===== src/rtl/mdio_arbiter.sv =====
// Two-port round-robin arbiter in front of the shared MDIO engine.
// Each grant runs one engine transaction through the level handshake, guarded by a timeout.
module mdio_arbiter #(
  parameter int TIMEOUT_CYCLES = 1023,
  parameter int TW             = 10
) (
  input  logic        clock,
  input  logic        reset,
  input  logic        a_req,
  input  logic        a_wr,
  input  logic [4:0]  a_addr,
  input  logic [15:0] a_wdata,
  output logic        a_ack,
  output logic        a_err,
  output logic [15:0] a_rdata,
  input  logic        b_req,
  input  logic        b_wr,
  input  logic [4:0]  b_addr,
  input  logic [15:0] b_wdata,
  output logic        b_ack,
  output logic        b_err,
  output logic [15:0] b_rdata,
  output logic        m_rd_request,
  output logic        m_wr_request,
  output logic [4:0]  m_addr,
  output logic [15:0] m_wr_data,
  input  logic        m_ready,
  input  logic [15:0] m_rd_data,
  output logic        busy,
  output logic        owner
);

  typedef enum logic [1:0] {IDLE, REQ, RUN, DONE} state_t;

  localparam logic [TW-1:0] TMAX = TW'(TIMEOUT_CYCLES);

  state_t        state, state_n;
  logic [TW-1:0] timer, timer_n;
  logic          wr_flag, wr_flag_n;
  logic          owner_n, busy_n;
  logic          m_rd_request_n, m_wr_request_n;
  logic [4:0]    m_addr_n;
  logic [15:0]   m_wr_data_n;
  logic          a_ack_n, a_err_n, b_ack_n, b_err_n;
  logic [15:0]   a_rdata_n, b_rdata_n;
  logic          grant_b;
  logic          fin, fin_to;
  logic [15:0]   fin_data;

  always_ff @(posedge clock) begin
    if (reset) begin
      state        <= IDLE;
      timer        <= '0;
      wr_flag      <= 1'b0;
      owner        <= 1'b1;
      busy         <= 1'b0;
      m_rd_request <= 1'b0;
      m_wr_request <= 1'b0;
      m_addr       <= '0;
      m_wr_data    <= '0;
      a_ack        <= 1'b0;
      a_err        <= 1'b0;
      a_rdata      <= '0;
      b_ack        <= 1'b0;
      b_err        <= 1'b0;
      b_rdata      <= '0;
    end else begin
      state        <= state_n;
      timer        <= timer_n;
      wr_flag      <= wr_flag_n;
      owner        <= owner_n;
      busy         <= busy_n;
      m_rd_request <= m_rd_request_n;
      m_wr_request <= m_wr_request_n;
      m_addr       <= m_addr_n;
      m_wr_data    <= m_wr_data_n;
      a_ack        <= a_ack_n;
      a_err        <= a_err_n;
      a_rdata      <= a_rdata_n;
      b_ack        <= b_ack_n;
      b_err        <= b_err_n;
      b_rdata      <= b_rdata_n;
    end
  end

  // On a tie the port that did not win last time gets the engine.
  assign grant_b = (a_req && b_req) ? ~owner : b_req;

  always_comb begin
    state_n        = state;
    timer_n        = timer;
    wr_flag_n      = wr_flag;
    owner_n        = owner;
    m_rd_request_n = m_rd_request;
    m_wr_request_n = m_wr_request;
    m_addr_n       = m_addr;
    m_wr_data_n    = m_wr_data;
    a_ack_n        = 1'b0;
    a_err_n        = 1'b0;
    b_ack_n        = 1'b0;
    b_err_n        = 1'b0;
    a_rdata_n      = a_rdata;
    b_rdata_n      = b_rdata;
    fin            = 1'b0;
    fin_to         = 1'b0;
    fin_data       = m_rd_data;

    case (state)
      IDLE: begin
        if (m_ready && (a_req || b_req)) begin
          owner_n        = grant_b;
          wr_flag_n      = grant_b ? b_wr : a_wr;
          m_addr_n       = grant_b ? b_addr : a_addr;
          m_wr_data_n    = grant_b ? b_wdata : a_wdata;
          m_wr_request_n = grant_b ? b_wr : a_wr;
          m_rd_request_n = grant_b ? ~b_wr : ~a_wr;
          timer_n        = '0;
          state_n        = REQ;
        end
      end
      REQ: begin
        if (!m_ready) begin
          m_rd_request_n = 1'b0;
          m_wr_request_n = 1'b0;
          timer_n        = '0;
          state_n        = RUN;
        end else if (timer == TMAX) begin
          m_rd_request_n = 1'b0;
          m_wr_request_n = 1'b0;
          fin            = 1'b1;
          fin_to         = 1'b1;
        end else begin
          timer_n = timer + TW'(1);
        end
      end
      RUN: begin
        if (m_ready) begin
          fin = 1'b1;
        end else if (timer == TMAX) begin
          fin    = 1'b1;
          fin_to = 1'b1;
        end else begin
          timer_n = timer + TW'(1);
        end
      end
      DONE: begin
        state_n = IDLE;
      end
      default: state_n = IDLE;
    endcase

    // Completion: ack is registered so it is visible for exactly the DONE cycle.
    if (fin) begin
      state_n = DONE;
      if (fin_to) fin_data = 16'hFFFF;
      if (!owner) begin
        a_ack_n = 1'b1;
        a_err_n = fin_to;
        if (!wr_flag) a_rdata_n = fin_data;
      end else begin
        b_ack_n = 1'b1;
        b_err_n = fin_to;
        if (!wr_flag) b_rdata_n = fin_data;
      end
    end
  end

  assign busy_n = (state_n != IDLE);

endmodule


===== config.mk =====
export PLATFORM = sky130hd
export DESIGN_NAME = mdio_arbiter
export DESIGN_NICKNAME = d
export VERILOG_FILES = /design/src/rtl/mdio_arbiter.sv
export SDC_FILE = /design/constraint.sdc
export NUM_CORES = 1
export LEC_CHECK = 0
export ABC_AREA = 1
export BUFFER_PORTS_ARGS = -buffer_cell sky130_fd_sc_hd__buf_2
export CAP_MARGIN = 20
export CORE_ASPECT_RATIO = 0.75
export CORE_MARGIN = 2
export CORE_UTILIZATION = 40
export DETAILED_ROUTE_END_ITERATION = 10
export GPL_TIMING_DRIVEN = 0
export PLACE_DENSITY = 0.67
export SLEW_MARGIN = 5
export SYNTH_ARGS = -nofsm -noshare
export SYNTH_HDL_FRONTEND = slang
export SYNTH_SLANG_ARGS = --single-unit

===== constraint.sdc =====
create_clock -name clock -period 2.9 [get_ports clock]
set_clock_uncertainty 0.15 [all_clocks]
set_input_delay 0.29 -clock clock [delete_from_list [all_inputs] [get_ports clock]]
set_output_delay 0.29 -clock clock [all_outputs]
set_load 0.02 [all_outputs]

==> results of run 1 <==
[routing by layer]
layer	routed length, µm	GRT usage	vias up
met2	4370	0.331	83
met4	47	0.0621	0
met3	595	0.0693	4
met1	4320	0.250	1589
met5	0	0	-
li1	-	-	1882
[logic make-up after synthesis]
kind of cell,after synthesis
DFF,74
AOI/OAI and AO/OA,93
and+or+nand+nor,249
buffers and inverters,98
adders and majority gates,4
[tightest hold or removal path: stages]
cell and delay [ps]:
buf_2 90, nand2_1 50, a21oi_1 50
[power by group through the flow]
stage	logic (mW)	registers [mW]	clock network [mW]
6_report	0.376	1.09	1.14
5_1_grt	0.421	1.10	1.20
3_3_place_gp	0.368	1.11	0
3_5_place_dp	0.374	1.11	0
4_1_cts	0.376	1.09	1.16
2_1_floorplan	0.190	1.16	0
[area by class of cell]
type                            count  area [µm²]
Buffer                             22         149
Clock buffer                       13         270
Clock inverter                      2        35.0
Fill cell                         839        3940
Inverter                           76         285
Multi-Input combinational cell    346        1610
Sequential cell                    74        1480
Tap cell                          108         135
Timing Repair Buffer              125         626
[stage by stage]
step	hold slack, ps	total power, mW
finish	63.2	2.60
global route	66.9	2.72
CTS	46.1	2.63
detailed placement	315	1.49
global placement	308	1.48
floorplan	209	1.35
[worst max path at each step]
stage                     slack, ps           to  cells after the start
final                           970   a_rdata[8]                     11
after global routing            770     timer[2]                     12
after CTS                       940   a_rdata[1]                     10
after detailed placement        970  b_rdata[13]                     10
after global placement         1020  b_rdata[14]                     10
after floorplan                1240     timer[6]                     11
[flip-flops by register name, summed over array words and instances (netlist names)]
signal and flops:
wr_flag 1, owner 1, state 2, a_err 1, busy 1, m_wr_data 16
a_rdata 16, m_rd_request 1, b_ack 1, b_err 1, a_ack 1, timer 10
b_rdata 16, m_wr_request 1, m_addr 5
[cells in the mapped netlist, types with 2 or more instances]
master / count / area share
nand3_1: 10 / 0.014
ha_1: 4 / 0.014
nand2_2: 10 / 0.018
nor2_4: 2 / 0.0064
nor2_1: 84 / 0.089
inv_1: 73 / 0.078
nand3_4: 2 / 0.0099
inv_2: 3 / 0.0032
nand4_4: 2 / 0.012
nand4_1: 3 / 0.0053
o21ai_0: 36 / 0.051
dfxtp_1: 74 / 0.42
buf_2: 5 / 0.0071
buf_6: 8 / 0.026
clkbuf_1: 9 / 0.0096
nor3_2: 2 / 0.0057
nand2_1: 129 / 0.14
a21oi_1: 55 / 0.078
nor3_1: 2 / 0.0028
nand2_4: 2 / 0.0064
==> flow_metrics.tcl, run 1 <==
set metrics [dict create \
    complex_gate_fraction_of_the_synthesized_area 0.133 \
    timing.critical_path.slowest_cell_delay_ps 310 \
    worstPathCellList "inv_1, ha_1, nand2_1, nand2_1, nand2_1, inv_2, nand4_4, buf_6, nand2_1, nand2_1, nor2_1" \
    mappedNetlistArea_um2 3530 \
    pwr-share-comb 0.144 \
    reg2reg_to "a_rdata[8]" \
    largest_family_of_logic_cells_by_synthesized_area "simple AND/OR/NAND/NOR gates" \
    core_region_area_um2 8530 \
    place_inst 751 \
    ratio_of_final_minimum_period_to_clock_period 0.666 \
    async_reset_ff_frac 0 \
    hold_depth 3 \
    critical_path_class "reg2reg" \
    critical_path.startpoint "state[1]" \
    outcome "finished, final reports clean" \
    final-setup-viol-count 0 \
    dieWidth_um 112 \
    post_cts_buffers 0 \
    reg2reg_setup_slack_ps 970 \
    switching_share 0.260 \
    initial_core_util 0.413 \
    place_congestion 0.813 \
    drc 0 \
    worst-path-buf-inv 3 \
    grt_antenna_before_repair 0 \
    max-slew-margin-rel 0.680 \
    fmaxAchievable_mhz 518 \
    first_iter_violations 158 \
    pin_count 126 \
    power.density_nw_per_um2 567 \
    drtPass1Iterations 4 \
    fp.dieH_um 85.3 \
    hold_start "b_addr[4]" \
    ctsResizeCount 0 \
    total_global_route_track_usage 0.201 \
    tightest_slew_ps 480 \
    critical_path.slowest_cell "dfxtp_1" \
    ir_worst_vdd_mv 0.410 \
    synth_edf_count 0 \
    first_global_vias 3435 \
    internal_power_mw 1.93 \
    pre_cts_slack_ps 970 \
    floorplan.rows 29 \
    worst_hold_path_type "in2reg" \
    grt_setup_unrepaired "no" \
    layout_min_cycle_time_ps 1930 \
    worst_path_most_repeated_cell "nand2_1" \
    pwr-share-clk 0.436 \
    synth.avg_cell_area_um2 6.81 \
    placedInstanceArea_um2 4290 \
    place_hpwl_um 7030 \
    viasPerCell 4.64 \
    antenna_cells 0 \
    synth_xor_xnor_area_share 0 \
    cts-buffers-inserted 9 \
    synth_adder_area_share 0.0142 \
    maximum_root_to_sink_buffer_count 2 \
    total_switching_power_mw 0.677 \
    slew_limit_fails 0 \
    synth_fp_nets 587 \
    synth.yosys.seq_area_share 0.420 \
    finalCoreUtilization 0.539 \
    regToRegStartpoint "state[1]" \
    yosysUniqueCellTypes 23 \
    postSynthCellCount 518 \
    crit_path_start_kind "flop" \
    port_bufs 125 \
    p_leak_nw 2.54 \
    wire_length_of_the_first_global_routing_pass_um 15600 \
    grt_start_max_net_pins 12 \
    tritoncts "built" \
    vias 3558 \
    crit_required_ps 3010 \
    syn2layout_area_growth_pct 30.2 \
    path_delay_family "simple AND/OR/NAND/NOR gates" \
    final_cell_area_um2 4590 \
    synth.ff_latch_count 74 \
    die-area_um2 9590 \
    max_cap_viol_count 0 \
    synth_ff_type "dfxtp_1" \
    final_critical_path_setup_slack_ps 970 \
    cts_hold_buf 0 \
    setup_tns_ps 0 \
    timing_hold_violations_final 0 \
    setup_crit_end_kind "flop" \
    numClockSinks 74 \
    clk-insertion-delay-late_ps 320 \
    nets 723 \
    timing.hold.worst_endpoint "m_addr[4]" \
    cts.htree.levels 3 \
    routed_wire_length_per_instance_um 12.2 \
    congestion_overflow_gr 0 \
    layout.cells.most_common "buf_2" \
    yosys.area_share.simple 0.309 \
    drt.antenna.violating_nets 0 \
    clock_tree.root_cell "clkbuf_16" \
    final_cells 766 \
    critical_path_arrival_ps 2040 \
    clkSlewWorstSetupHoldPaths_ps 60 \
    synth.area.mux_share 0 \
    seqPwrFrac 0.420 \
    worstRegToRegCells 11 \
    final_layout_size_suffix_gt1_frac 0.267 \
    yosysWarnings 0 \
    final_cell_mix "130 x buf_2, 129 x nand2_1, 84 x nor2_1" \
    route.final.wire_length_um 9330 \
    worst-path-max-fanout 10 \
]
Note: power is estimated with default switching activity, not from simulation.
==> inputs of run 2 (changes only) <==
==> constraint.sdc (replaced) <==
create_clock -name clock -period 1.9 [get_ports clock]
set_clock_uncertainty 0.15 [all_clocks]
set_input_delay 0.19 -clock clock [delete_from_list [all_inputs] [get_ports clock]]
set_output_delay 0.19 -clock clock [all_outputs]
set_load 0.02 [all_outputs]
==> run 2 against run 1 <==
Non-clock buffer count increased by 43. Count of clock-buffer cells in the layout is the same. Register-to-register slack worse by 880 ps. Largest cell class unchanged.
==> flow_metrics.tcl, run 2 (synthesis gave the netlist of run 1 again) <==
set metrics [dict create \
    grt_start_max_net_pins 12 \
    path_delay_family "simple AND/OR/NAND/NOR gates" \
    power.density_nw_per_um2 808 \
    final_critical_path_setup_slack_ps 86.2 \
    critical_path_arrival_ps 1930 \
    place_inst 751 \
    nets 766 \
    timing_hold_violations_final 0 \
    port_bufs 125 \
    worstSetupPathDepth 11 \
    clkSlewWorstSetupHoldPaths_ps 60 \
    congestion_overflow_gr 0 \
    fp.dieH_um 85.3 \
    worst_path_most_repeated_cell "nand2_1" \
    final_cell_mix "130 x buf_2, 127 x nand2_1, 82 x nor2_1" \
    floorplan.rows 29 \
    final_layout_size_suffix_gt1_frac 0.277 \
    die-area_um2 9590 \
    tightest_slew_ps 495 \
    ir_worst_vdd_mv 0.562 \
    worst_hold_path_type "in2reg" \
    critical_path_class "reg2reg" \
    drtPass1Iterations 5 \
    final_cells 809 \
    antenna_cells 0 \
    drc 0 \
    pin_count 126 \
    report.power.total_mw 4.12 \
    layout_min_cycle_time_ps 1810 \
    holdWs_ps 20.6 \
    first_iter_violations 196 \
    maximum_root_to_sink_buffer_count 2 \
    max_cap_viol_count 0 \
    pre_cts_slack_ps -29.7 \
    critical_path.startpoint "state[1]" \
    cts-buffers-inserted 9 \
    initial_core_util 0.413 \
    place_hpwl_um 7030 \
    wire_length_of_the_first_global_routing_pass_um 17100 \
    placedInstanceArea_um2 4290 \
    drt.antenna.violating_nets 0 \
    reg2reg_setup_slack_ps 90 \
    regToRegStartpoint "state[1]" \
    first_global_vias 3778 \
    dieWidth_um 112 \
    critical_path.slowest_cell "dfxtp_1" \
    layout.cells.most_common "buf_2" \
    crit_required_ps 2010 \
    worst-path-buf-inv 3 \
    timing.critical_path.slowest_cell_delay_ps 340 \
    final_cell_area_um2 5100 \
    largest_registers "a_rdata (16), b_rdata (16), m_wr_data (16)" \
    critical_path.endpoint "a_rdata[1]" \
    worst-path-max-fanout 10 \
    final-setup-viol-count 0 \
    slew_limit_fails 0 \
    grt_antenna_before_repair 0 \
    max-slew-margin-rel 0.670 \
    vias 3873 \
    place_congestion 0.813 \
    clock_tree.root_cell "clkbuf_16" \
    total_global_route_track_usage 0.222 \
    tritoncts "built" \
    fmaxAchievable_mhz 551 \
    routed_wire_length_per_instance_um 13.1 \
    p_leak_nw 2.75 \
    numClockSinks 74 \
    worstPathCellList "inv_2, ha_4, nand2_1, nand2_1, nand2_4, inv_4, nand4_4, buf_6, nand2_1, nand2_1, nor2_1" \
    outcome "finished, final reports clean" \
    core_region_area_um2 8530 \
    viasPerCell 4.79 \
    setup_crit_end_kind "flop" \
    cts.htree.levels 3 \
    reg2reg_to "a_rdata[1]" \
    syn2layout_area_growth_pct 44.7 \
    ratio_of_final_minimum_period_to_clock_period 0.955 \
    crit_path_start_kind "flop" \
    route.final.wire_length_um 10600 \
    worstRegToRegCells 11 \
    clk-insertion-delay-late_ps 330 \
]
-- run 2: cell types whose count changed in the layout (fill, tap and decap cells not counted), moves of 3 or more --
cell	change
clkbuf_2	+3
ha_4	+3
dlygate4sd3_1	+41
inv_1	-3
clkbuf_1	-3
ha_1	-4
-- run 2: layout make-up --
class	instances	area [µm²]
multi-input combinational	346	1670
sequential	74	1480
fill	754	3420
clock inverter	2	35.0
inverter	76	288
tap	108	135
clock buffer	13	270
buffer	22	156
timing repair buffer	168	1060
-- run 2: through the flow --
stage	setup TNS, ps	utilization
6_report	0	0.598
5_1_grt	-63.8	0.598
4_1_cts	0	0.587
3_5_place_dp	-133	0.503
3_3_place_gp	0	0.503
2_1_floorplan	0	-
-- run 2: worst reg2reg max path, stage by stage (launching register included) --
cell     delay, ps
dfxtp_1        340
inv_2          120
ha_4           150
nand2_1         80
nand2_1        140
nand2_4        100
inv_4           90
nand4_4        150
buf_6          190
nand2_1         60
nand2_1         50
nor2_1         120
-- run 2: metal layers --
layer	vias to the layer above	wire [µm]	global-route usage
met5	-	0	0
met1	1716	4540	0.266
met4	0	213	0.0754
met2	164	5070	0.379
li1	1964	-	-
met3	29	786	0.0714
-- run 2: worst min path at each step --
stage,slack [ps],to,startpoint,depth (start not counted)
after floorplan,110,m_rd_request,reset,1
after global placement,290,m_wr_data[8],b_wdata[8],3
after detailed placement,300,m_addr[4],b_addr[4],3
after CTS,3,m_addr[1],a_addr[1],3
after global routing,20,m_addr[1],a_addr[1],3
final,20,m_addr[1],a_addr[1],3
-- run 2: what timing repair did --
item | in CTS | in global routing
setup buffers | 1 | 1
pin swaps | 1 | 2
gates resized for setup | 2 | 25
hold endpoints to repair | 24 | 1
hold buffers | 40 | 1
setup endpoints to repair | 19 | 61
-- run 2: report_power, final --
part / total [mW] / switching [mW] / internal, mW
combinational: 0.692 / 0.416 / 0.275
clock: 1.76 / 0.641 / 1.12
sequential: 1.67 / 0.0470 / 1.63
total: 4.12 / 1.10 / 3.02
==> inputs of run 3 (changes only) <==
--- a/config.mk
+++ b/config.mk
@@ -14,6 +14,7 @@
 export DETAILED_ROUTE_END_ITERATION = 10
 export GPL_TIMING_DRIVEN = 0
 export PLACE_DENSITY = 0.67
+export REMOVE_ABC_BUFFERS = 1
 export SLEW_MARGIN = 5
 export SYNTH_ARGS = -nofsm -noshare
 export SYNTH_HDL_FRONTEND = slang
==> run 3 against run 2 <==
Highest routed layer unchanged. Critical path type unchanged. Critical path depth fell by 4. Critical endpoint is now busy. First-iteration DRC count grew 38%. The run now ends with hold timing left. Routed wire length rose by 4.5%.
==> flow_metrics.tcl, run 3 (synthesis gave the netlist of run 1 again) <==
set metrics [dict create \
    outcome "finished, violations left" \
    violations "hold timing" \
    internal_power_mw 2.97 \
    pwr-share-clk 0.420 \
    vias 3982 \
    tritoncts "built" \
    slew_limit_fails 0 \
    fmaxAchievable_mhz 542 \
    routed_wire_length_per_instance_um 13.7 \
    grt_antenna_before_repair 0 \
    worst-path-max-fanout 5 \
    area.sequential_um2 1490 \
    viasPerCell 4.91 \
    hold_start "a_wdata[4]" \
    max_cap_viol_count 0 \
    port_bufs 125 \
    initial_core_util 0.413 \
    seqPwrFrac 0.401 \
    final_cell_area_um2 5300 \
    switching_share 0.290 \
    worstPathCellList "ha_2, nand2_2, nor2_4, nand3_4, a21oi_1, nor2_1, o21ai_0" \
    ir_worst_vdd_mv 0.420 \
    pwr-share-comb 0.180 \
    timing_hold_violations_final 1 \
    maximum_root_to_sink_buffer_count 2 \
    clock_tree.root_cell "clkbuf_16" \
    drtPass1Iterations 5 \
    grt_start_max_net_pins 31 \
    reg2reg_to "busy" \
    wire_length_of_the_first_global_routing_pass_um 17600 \
    floorplan.rows 29 \
    clk-insertion-delay-late_ps 330 \
    congestion_overflow_gr 0 \
    layout.cells.most_common "buf_2" \
    hold_depth 3 \
    numClockSinks 74 \
    final-setup-viol-count 0 \
    p_leak_nw 2.78 \
    total_switching_power_mw 1.21 \
    nets 767 \
    worstRegToRegCells 7 \
    regToRegStartpoint "timer[0]" \
    timing.critical_path.slowest_cell_delay_ps 350 \
    tightest_slew_ps 534 \
    drc 0 \
    final_critical_path_setup_slack_ps 56.6 \
    fillerInstances 681 \
    multi_input_comb_area_um2 1780 \
    place_hpwl_um 6150 \
    fp.dieH_um 85.3 \
    path_delay_family "compound AO/OA/AOI/OAI gates" \
    syn2layout_area_growth_pct 50.4 \
    timing.hold.worst_endpoint "m_wr_data[4]" \
    setup_crit_end_kind "flop" \
    cts-buffers-inserted 9 \
    crit_path_start_kind "flop" \
    reg2reg_setup_slack_ps 60 \
    cts.htree.levels 3 \
    layout_min_cycle_time_ps 1840 \
    report.power.total_mw 4.19 \
    antenna_cells 0 \
    route.final.wire_length_um 11100 \
    worst_hold_path_type "in2reg" \
    ratio_of_final_minimum_period_to_clock_period 0.970 \
    critical_path.slowest_cell "dfxtp_2" \
    holdWs_ps -1.61 \
    critical_path_class "reg2reg" \
    clkSlewWorstSetupHoldPaths_ps 70 \
    die-area_um2 9590 \
    pre_cts_slack_ps -729 \
    final_cell_mix "125 x buf_2, 120 x nand2_1, 81 x nor2_1" \
    first_iter_violations 271 \
    first_global_vias 3921 \
    dieWidth_um 112 \
    pin_count 126 \
    power.density_nw_per_um2 789 \
    placedInstanceArea_um2 4170 \
    crit_required_ps 1950 \
    core_region_area_um2 8530 \
    total_global_route_track_usage 0.223 \
    place_congestion 0.919 \
    critical_path_arrival_ps 1900 \
    final_layout_size_suffix_gt1_frac 0.307 \
    drt.antenna.violating_nets 0 \
    largest_registers "a_rdata (16), b_rdata (16), m_wr_data (16)" \
    max-slew-margin-rel 0.644 \
    worst-path-buf-inv 0 \
]
==> run 3: how the worst max path moves through the flow <==
stage                     cells past startpoint      from            end  slack [ps]
after CTS                                     9  timer[0]     a_rdata[3]          -1
after floorplan                               5     owner          owner         -50
final                                         7  timer[0]           busy          60
after global routing                          7  timer[0]           busy         -40
after detailed placement                      6  state[0]  m_wr_data[15]        -730
after global placement                        6     reset       timer[7]        -690
==> run 3: layout make-up <==
cell class,count,area share
repair inverters,2,0.00283
inverters,76,0.0561
clock inverters,7,0.0156
repair buffers,186,0.242
well taps,108,0.0255
flip-flops and latches,74,0.280
clock buffers,9,0.0425
multi-input cells,349,0.335
==> run 3: power by group through the flow <==
| stage | sequential, mW | clock [mW] | combinational [mW] |
|---|---|---|---|
| 6_report | 1.68 | 1.76 | 0.752 |
| 5_1_grt | 1.68 | 1.84 | 0.816 |
| 4_1_cts | 1.67 | 1.78 | 0.659 |
| 3_5_place_dp | 1.70 | 0 | 0.553 |
| 3_3_place_gp | 1.70 | 0 | 0.537 |
| 2_1_floorplan | 1.77 | 0 | 0.265 |
==> run 3: metrics by stage <==
| stage | hold slack (ps) | std cells | setup TNS, ps | util |
|---|---|---|---|---|
| 3_3_place_gp | 295 | 729 | -28790 | 0.485 |
| 5_1_grt | 22.2 | 811 | -69.6 | 0.622 |
| 3_5_place_dp | 301 | 730 | -23110 | 0.488 |
| 2_1_floorplan | 109 | 496 | -47.7 | - |
| 4_1_cts | 3.00 | 797 | -1.03 | 0.593 |
| 6_report | -1.61 | 811 | 0 | 0.622 |
==> run 3: routing by layer <==
metal	share of wire	GRT usage	wire length (µm)	vias to the layer above
met5	0	0	0	-
met4	0.015	0.0865	161	0
met3	0.063	0.0614	702	17
met2	0.50	0.383	5500	150
met1	0.43	0.266	4730	1843
li1	-	-	-	1972
==> run 3: timing repair <==
action,in CTS,in global routing
resized for setup,16,27
pin swaps,4,8
setup endpoints to repair,67,58
endpoints found under the hold margin,24,0
cloned,4,2
setup buffers,7,12
hold buffers,40,0
==> run 3: worst reg2reg max path: cells and delay by family (launching register included) <==
family	cells	cell delay [ps]
adders and majority gates	1	210
DFF	1	350
AOI/OAI and AO/OA	2	570
and+or+nand+nor	4	450
